===== src/rtl/bcd_pkg.sv =====
// ============================================================================
// Package : bcd_pkg
// Brief   : Shared BCD digit type, width constant and load clamp helper.
// Rev     : 1.0  initial release
// ============================================================================
`default_nettype none

package bcd_pkg;

   localparam int BCD_W = 4;

   typedef logic [BCD_W-1:0] bcd_digit_t;

   function automatic bcd_digit_t bcd_clamp(input bcd_digit_t digit, input bcd_digit_t max);
      return (digit > max) ? max : digit;
   endfunction

endpackage

`default_nettype wire


===== src/rtl/bcd_digit.sv =====
// ============================================================================
// Module : bcd_digit
// Brief  : One BCD digit with clamped load and wrap-around up/down step.
// Rev    : 1.0  initial release
// ============================================================================
`default_nettype none

module bcd_digit
   import bcd_pkg::*;
(
   input  logic       clk,
   input  logic       reset,
   input  logic       load,
   input  bcd_digit_t load_digit,
   input  logic       step,
   input  logic       up,
   input  bcd_digit_t max,
   output bcd_digit_t digit,
   output logic       at_max,
   output logic       at_zero
);

   assign at_max  = (digit == max);
   assign at_zero = (digit == '0);

   always_ff @(posedge clk) begin
      if (reset) begin
         digit <= '0;
      end else if (load) begin
         digit <= bcd_clamp(load_digit, max);
      end else if (step) begin
         if (up) begin
            digit <= at_max ? '0 : digit + 1'b1;
         end else begin
            digit <= at_zero ? max : digit - 1'b1;
         end
      end
   end

endmodule

`default_nettype wire


===== src/rtl/bcd_counter_chain.sv =====
// ============================================================================
// Module : bcd_counter_chain
// Brief  : DIGITS-wide cascaded BCD up/down counter with preset and
//          terminal-count flags. Define BCD_CHAIN_SATURATE_EN to saturate
//          at all-max / all-zero instead of wrapping.
// Rev    : 1.0  initial release
// ============================================================================
`default_nettype none

module bcd_counter_chain
   import bcd_pkg::*;
#(
   parameter int DIGITS    = 4,
   parameter int DIGIT_MAX = 9
)
(
   input  logic                      clk,
   input  logic                      reset,
   input  logic                      enable,
   input  logic                      up,
   input  logic                      load,
   input  logic [BCD_W*DIGITS-1:0]   load_value,
   output logic [BCD_W*DIGITS-1:0]   count,
   output logic                      rollover,
   output logic                      borrow,
   output logic                      zero
);

   localparam bcd_digit_t MAX_D = bcd_digit_t'(DIGIT_MAX);

   logic [DIGITS-1:0] at_max;
   logic [DIGITS-1:0] at_zero;
   logic [DIGITS-1:0] step;
   logic [DIGITS:0]   lo_max;
   logic [DIGITS:0]   lo_zero;
   logic              all_max;
   logic              all_zero;
   logic              hold;

   // lo_max[i] / lo_zero[i]: every digit below i is at its terminal value.
   always_comb begin
      lo_max     = '0;
      lo_zero    = '0;
      lo_max[0]  = 1'b1;
      lo_zero[0] = 1'b1;
      for (int i = 0; i < DIGITS; i++) begin
         lo_max[i+1]  = lo_max[i]  & at_max[i];
         lo_zero[i+1] = lo_zero[i] & at_zero[i];
      end
   end

   assign all_max  = lo_max[DIGITS];
   assign all_zero = lo_zero[DIGITS];

`ifdef BCD_CHAIN_SATURATE_EN
   assign hold = up ? all_max : all_zero;
`else
   assign hold = 1'b0;
`endif

   assign rollover = enable &  up & all_max  & ~load;
   assign borrow   = enable & ~up & all_zero & ~load;
   assign zero     = all_zero;

   generate
      for (genvar i = 0; i < DIGITS; i++) begin : g_digit
         assign step[i] = enable & ~load & ~hold & (up ? lo_max[i] : lo_zero[i]);

         bcd_digit u_digit (
            .clk        (clk),
            .reset      (reset),
            .load       (load),
            .load_digit (load_value[BCD_W*i +: BCD_W]),
            .step       (step[i]),
            .up         (up),
            .max        (MAX_D),
            .digit      (count[BCD_W*i +: BCD_W]),
            .at_max     (at_max[i]),
            .at_zero    (at_zero[i])
         );
      end
   endgenerate

`ifdef FORMAL
   logic seen_reset;

   always_ff @(posedge clk) begin
      if (reset) begin
         seen_reset <= 1'b1;
      end
   end

   generate
      for (genvar i = 0; i < DIGITS; i++) begin : g_formal_digit
         always_comb begin
            if (seen_reset) begin
               assert (count[BCD_W*i +: BCD_W] <= MAX_D);
            end
         end
      end
   endgenerate

`ifndef BCD_CHAIN_SATURATE_EN
   assert property (@(posedge clk) disable iff (reset) rollover |=> (count == '0));
`endif
   cover property (@(posedge clk) disable iff (reset) rollover ##1 (count == '0));
   cover property (@(posedge clk) disable iff (reset) borrow ##1 all_max);
`endif

endmodule

`default_nettype wire

===== config.mk =====
export PLATFORM = sky130hd
export DESIGN_NAME = bcd_counter_chain
export DESIGN_NICKNAME = d
export VERILOG_FILES = /design/src/rtl/bcd_pkg.sv /design/src/rtl/bcd_digit.sv /design/src/rtl/bcd_counter_chain.sv
export SDC_FILE = /design/constraint.sdc
export NUM_CORES = 1
export LEC_CHECK = 0
export ABC_AREA = 1
export CAP_MARGIN = 15
export CELL_PAD_IN_SITES_DETAIL_PLACEMENT = 1
export CELL_PAD_IN_SITES_GLOBAL_PLACEMENT = 1
export CORE_MARGIN = 5
export CORE_UTILIZATION = 29
export DETAILED_ROUTE_END_ITERATION = 10
export PLACE_DENSITY_LB_ADDON = 0.1
export SLEW_MARGIN = 20
export SYNTH_ARGS = -nofsm -noshare
export SYNTH_HDL_FRONTEND = slang
export SYNTH_SLANG_ARGS = --single-unit

===== constraint.sdc =====
create_clock -name clk -period 1.25 [get_ports clk]
set_input_delay 0.1875 -clock clk [delete_from_list [all_inputs] [get_ports clk]]
set_output_delay 0.1875 -clock clk [all_outputs]
set_load 0.02 [all_outputs]

Yosys cells after proc, flatten, opt, wreduce, memory -nomap -nowiden. Cells that the tools add are included.

Bits in registers: 16. Input port bits: 21. Output and inout bits: 19. Word-level logic and storage cells: 73.

Add/sub/neg operators: 8. Magnitude comparators: 4. Equality and inequality tests: 4. Multiplexer cells: 27. Bitwise operators: 18. Reduce and logical (&&, ||, !) cells: 8.

Operator list (count): $mux 4 (24); $add 4x1->4 const B (4); $and 1x1->1 (16); $eq 4x4->1 const B (4); $gt 4x4->1 const B (4); $logic_not 4->1 (4); $sub 4x1->4 const B (4); $reduce_bool 2->1 (4); $mux 1 (3); $not 1->1 (2).

Longest topological paths before layout.
Depth in word-level cells: 7. Depth in mapped cells: 11. Mapped depth without buffers: 10.

Modules after synthesis. Synthesis repeated with hierarchy kept, for this count alone.

Cells, all modules: 491. Area, all modules: 2553.7 µm².

By module, submodules not included: bcd_digit (times used 4, cells an instance 115, area an instance 605.6 µm², seq. area each 80.1 µm²); bcd_counter_chain (times used 1, cells an instance 31, area an instance 131.4 µm², seq. area each 0.0 µm²).

Worst setup path after synthesis. No wires, ideal clock.

Path type: reg-to-output. From: register g_digit[3].u_digit.digit[0]. To: output port zero. Data arrival time: 1.507 ns. Required time: 1.062 ns. Slack: -0.445 ns. Cell stages (with the launch flop): 6. Path buffers: 1. Path through: dfxtp_1 buf_6 nor2_1 nand3_1 or2_1 nor3_1.

Longest elaborated chain between the ends: 2.

RTL lines: start: declaration (RTL line bcd_digit.sv:18) `output bcd_digit_t digit,`; start signal: assignment (RTL line bcd_digit.sv:30) `digit <= bcd_clamp(load_digit, max);`; start signal: assignment (RTL line bcd_digit.sv:33) `digit <= at_max ? '0 : digit + 1'b1;`; start signal: assignment (RTL line bcd_digit.sv:35) `digit <= at_zero ? max : digit - 1'b1;`; $logic_not 4->1 (RTL line bcd_digit.sv:24) `assign at_zero = (digit == '0);`; $and 1x1->1 (RTL line bcd_counter_chain.sv:48) `lo_zero[i+1] = lo_zero[i] & at_zero[i];`; end: declaration (RTL line bcd_counter_chain.sv:26) `output logic zero`.

Every way passes these cells.

Worst setup path in the final report.
From: register g_digit[0].u_digit.digit[0]. To: output port rollover.

Longest elaborated chain between the ends: 6.

RTL lines: start: declaration (RTL line bcd_digit.sv:18); start signal: assignment (RTL line bcd_digit.sv:30); start signal: assignment (RTL line bcd_digit.sv:33); start signal: assignment (RTL line bcd_digit.sv:35); $eq 4x4->1 (RTL line bcd_digit.sv:23) `assign at_max = (digit == max);`; $and 1x1->1 (3 in series) (RTL line bcd_counter_chain.sv:47) `lo_max[i+1] = lo_max[i] & at_max[i];`; $and 1x1->1 (2 in series) (RTL line bcd_counter_chain.sv:61) `assign rollover = enable & up & all_max & ~load;`; end: declaration (RTL line bcd_counter_chain.sv:24) `output logic rollover,`.

Every way passes these cells.

==> results <==
- The flow ran to the end, but the final reports show violations.
- The final reports fail on setup timing.
- The clock passes through at most 2 buffers.
- For this run, the register share of the synthesized area comes to 0.202.
- The net total in the final layout is 414.
- The register with the most flip-flops in the layout has 16 of them.
- In the synthesized netlist the async set-or-reset flop fraction comes to 0.
- The worst-case IR drop observed on VDD is 0.000358 V.
- At the pin with the least slew margin, the transition time is 272 ps.
- The endpoint required time on the critical path is 1060 ps.
- Relative to the synthesized area, the layout overhead comes to 84.2%.
- The via count of the first global-routing pass is 2265.
- The weighted congestion at the end of routability-driven global placement is 0.765.
- In the final routed layout, each cell accounts on average for 14.0 um.
- The min-delay analysis places its worst path in the category in2reg.
- After the first detailed-routing iteration, the DRC count stood at a little under 50.
- The residual antenna-violating net count after detailed routing is 0.
- After detailed routing, the number of remaining DRC violations is 0.
- The power density normalized to cell area is 750 mW/mm2.
- The largest fanout of any net on the critical path is 4.
- The clock-pin slew of the registers on the worst-case setup and hold paths is 80 ps.
- In this run the number of H-tree levels came out at 1.
- The number of hold buffers added after CTS was 0.
- Between clock sinks in the finished design, the worst skew comes to 6.17 ps.
- In the final layout, the share of cells above drive strength 1 is 0.469.
- In this run the tool buffered the top-level ports with 39 buffer cells.
- For this run, the number of Yosys warnings is 0.
- The number of maximum-capacitance constraint violations is 0.
- The die span in x is ~84 um.
- The number of pins with negative max-slew slack in the final report came to 0.
- The number of sinks handled by clock tree synthesis is 16.
- The logic depth of the worst register-to-register path is 11.
- The number of hold violations in the final report is 0.
- The largest net degree at the start of global routing is 21.
- The highest achievable clock rate is between 600 and 700 MHz.
- The CTS buffer count is 3.
- The area enclosed by the die boundary is 0.00706 mm2.
- The mean instance size in the synthesized netlist is 5.61 um2.
- The number of placed I/O pins is 40.
- The clock reaches the later pin of the worst-skew pair after between 200 and 300 ps.
- Setup total negative slack on the finished layout was measured at -2780 ps.
- The setup slack of the critical path after layout is -399 ps.
- The leakage power figure is 1.43 nW.
- The critical path endpoint category is a primary output.
- When the netlist entered floorplanning its net count stood at 304.
- The mapped netlist covers 0.00159 mm2.
- In the final layout, the registers with the most flip-flops are g_digit.u_digit.digit: 16 flops.
- Row generation in the floorplan step produced 27 rows.
- Across every metal layer, demand over resource in global routing totals 0.172.
- The sort of element at the start of the critical path is a register.
- The cell area after layout is 0.00293 mm2.
- Wires add up to 6.48 mm.
- Prior to clock tree synthesis, the placed netlist has a worst setup slack of -891 ps.
- The final antenna diode count is 0.
- Dividing the final minimum period by the clock period gives 1.32.
- The master cell of the clock root buffer is sky130_fd_sc_hd__clkbuf_8.
- Counting flops and latches in the post-synthesis netlist gives 16.
- The critical path is of the reg2out type.
- The initial utilization of the core area, before any placement, comes to 0.294.
- The count of flip-flops with a built-in enable after synthesis is 0.
- Ranked by flip-flop count, first place goes to g_digit.u_digit.digit.
- The estimated wirelength of the detail-placed design is between 4 and 5 mm.
- The data arrival time of the worst path is around 1500 ps.
- The count of unique library cells instantiated by Yosys is 29.
- The initial antenna violation count is 0.
- The via density per instance is 4.81.
- Measured against its own limit, the worst slew margin works out to 0.819.
- The routed design could run at a clock period as short as between 1500 and 2000 ps.
- Synthesis produced a netlist whose cell count is approximately 280.
- From bottom edge to top edge, the die measures 84.0 um.
- The most used flip-flop cell after synthesis is sky130_fd_sc_hd__dfxtp_1.
- The detailed-routing iteration count for the pre-antenna-repair pass is 4.
- After floorplanning, the core was sized to cover 0.00541 mm2.
- The first global-routing pass estimated 10.1 mm of wire.
- The total via count in the routed design is 2231.
- The setup violation total in the final timing report is 16.
- Summed over all layers, the global routing overflow is 0.
- Setup repair after global routing could not meet its margin everywhere.
- The placed instances occupy a cell area of 0.00255 mm2.
- The end-of-flow core utilization is 0.541.
- The clock tree from TritonCTS is done.
- The cell depth of the worst hold path is 3.
- The final total power is about 2.2 mW.
- The setup slack of the worst register-to-register path is -220 ps.
worst max-delay path, cell delays in order (launching register included):
cell and delay, ps:
sky130_fd_sc_hd__dfxtp_4 390, sky130_fd_sc_hd__inv_2 50, sky130_fd_sc_hd__nor2_2 120, sky130_fd_sc_hd__nand2_2 100
sky130_fd_sc_hd__nor2_4 130, sky130_fd_sc_hd__nand3_4 100, sky130_fd_sc_hd__nor3_4 170, sky130_fd_sc_hd__buf_6 140
per-layer routing:
layer / vias to the layer above / GRT usage / wire length [um]
li1: 1124 / - / -
met1: 1075 / 0.195 / 2730
met2: 27 / 0.343 / 3530
met3: 5 / 0.0148 / 170
met4: 0 / 0.0351 / 55
met5: - / 0 / 0
placed cells by master (no fill, tap or decap), types with 2 or more instances in the layout:
cell / netlist / routed
sky130_fd_sc_hd__a21oi_1: 13 / 10
sky130_fd_sc_hd__a21oi_2: 0 / 3
sky130_fd_sc_hd__a31oi_1: 3 / 3
sky130_fd_sc_hd__buf_2: 3 / 2
sky130_fd_sc_hd__buf_4: 1 / 62
sky130_fd_sc_hd__buf_6: 1 / 14
sky130_fd_sc_hd__clkbuf_2: 0 / 5
sky130_fd_sc_hd__clkbuf_8: 0 / 3
sky130_fd_sc_hd__clkdlybuf4s15_1: 0 / 3
sky130_fd_sc_hd__clkdlybuf4s15_2: 0 / 4
sky130_fd_sc_hd__clkdlybuf4s50_1: 0 / 17
sky130_fd_sc_hd__dfxtp_2: 0 / 10
sky130_fd_sc_hd__dfxtp_4: 0 / 5
sky130_fd_sc_hd__dlygate4sd2_1: 0 / 4
sky130_fd_sc_hd__inv_1: 26 / 19
sky130_fd_sc_hd__inv_2: 5 / 9
sky130_fd_sc_hd__inv_4: 1 / 4
sky130_fd_sc_hd__nand2_1: 88 / 75
sky130_fd_sc_hd__nand2_2: 5 / 13
sky130_fd_sc_hd__nand2_4: 2 / 7
sky130_fd_sc_hd__nand3_1: 20 / 17
sky130_fd_sc_hd__nand3_2: 5 / 4
sky130_fd_sc_hd__nand3_4: 1 / 5
sky130_fd_sc_hd__nand4_1: 5 / 5
sky130_fd_sc_hd__nor2_1: 43 / 28
sky130_fd_sc_hd__nor2_2: 5 / 9
sky130_fd_sc_hd__nor2_4: 6 / 17
sky130_fd_sc_hd__nor3_1: 5 / 2
sky130_fd_sc_hd__nor3_4: 0 / 2
sky130_fd_sc_hd__o21ai_0: 16 / 13
sky130_fd_sc_hd__o21ai_1: 5 / 6
sky130_fd_sc_hd__o21ai_2: 0 / 2
what timing repair did:
item / in CTS / in global routing
resized for setup: 87 / 58
endpoints found under the setup margin: 35 / 28
hold endpoints to repair: 0 / 0
pin swaps: 12 / 20
setup buffers: 8 / 7
cell usage after synthesis, types with 5 or more instances:
cell	number	share of area
sky130_fd_sc_hd__a21oi_1	13	0.041
sky130_fd_sc_hd__dfxtp_1	16	0.20
sky130_fd_sc_hd__inv_1	26	0.061
sky130_fd_sc_hd__inv_2	5	0.012
sky130_fd_sc_hd__nand2_1	88	0.21
sky130_fd_sc_hd__nand2_2	5	0.020
sky130_fd_sc_hd__nand3_1	20	0.063
sky130_fd_sc_hd__nand3_2	5	0.032
sky130_fd_sc_hd__nand4_1	5	0.020
sky130_fd_sc_hd__nor2_1	43	0.10
sky130_fd_sc_hd__nor2_2	5	0.020
sky130_fd_sc_hd__nor2_4	6	0.043
sky130_fd_sc_hd__nor3_1	5	0.016
sky130_fd_sc_hd__o21ai_0	16	0.050
sky130_fd_sc_hd__o21ai_1	5	0.016
layout make-up:
| cell class | count | area, um2 |
|---|---|---|
| clock buffers | 4 | 45.0 |
| fillers | 737 | 2480 |
| inverters | 32 | 130 |
| multi-input cells | 228 | 1360 |
| flip-flops and latches | 16 | 352 |
| well taps | 72 | 90.1 |
| repair buffers | 112 | 953 |
report_power, final:
group	switching [mW]	internal [mW]
combinational	0.605	0.532
clock	0.216	0.227
sequential	0.0567	0.559
worst paths after layout:
check | from | endpoint
worst max register to register | g_digit[0].u_digit.digit[0] | g_digit[1].u_digit.digit[1]
worst max-delay path | g_digit[0].u_digit.digit[0] | rollover
worst min-delay path | load_value[0] | g_digit[0].u_digit.digit[0]
worst min register to register | g_digit[2].u_digit.digit[2] | g_digit[2].u_digit.digit[2]
cell families after synthesis:
kind of cell	share of synthesized area
flip-flops	0.202
buffers and inverters	0.103
AO/OA/AOI/OAI	0.139
AND/OR/NAND/NOR	0.551
XOR/XNOR	0.00552
through the flow:
step | hold WS, ps | instances
after CTS | 489 | 459
after detailed placement | 632 | 447
final | 488 | 464
after global placement | 616 | 447
after floorplan | 247 | 283
after global routing | 505 | 464
(Power assumes the default switching activity.)
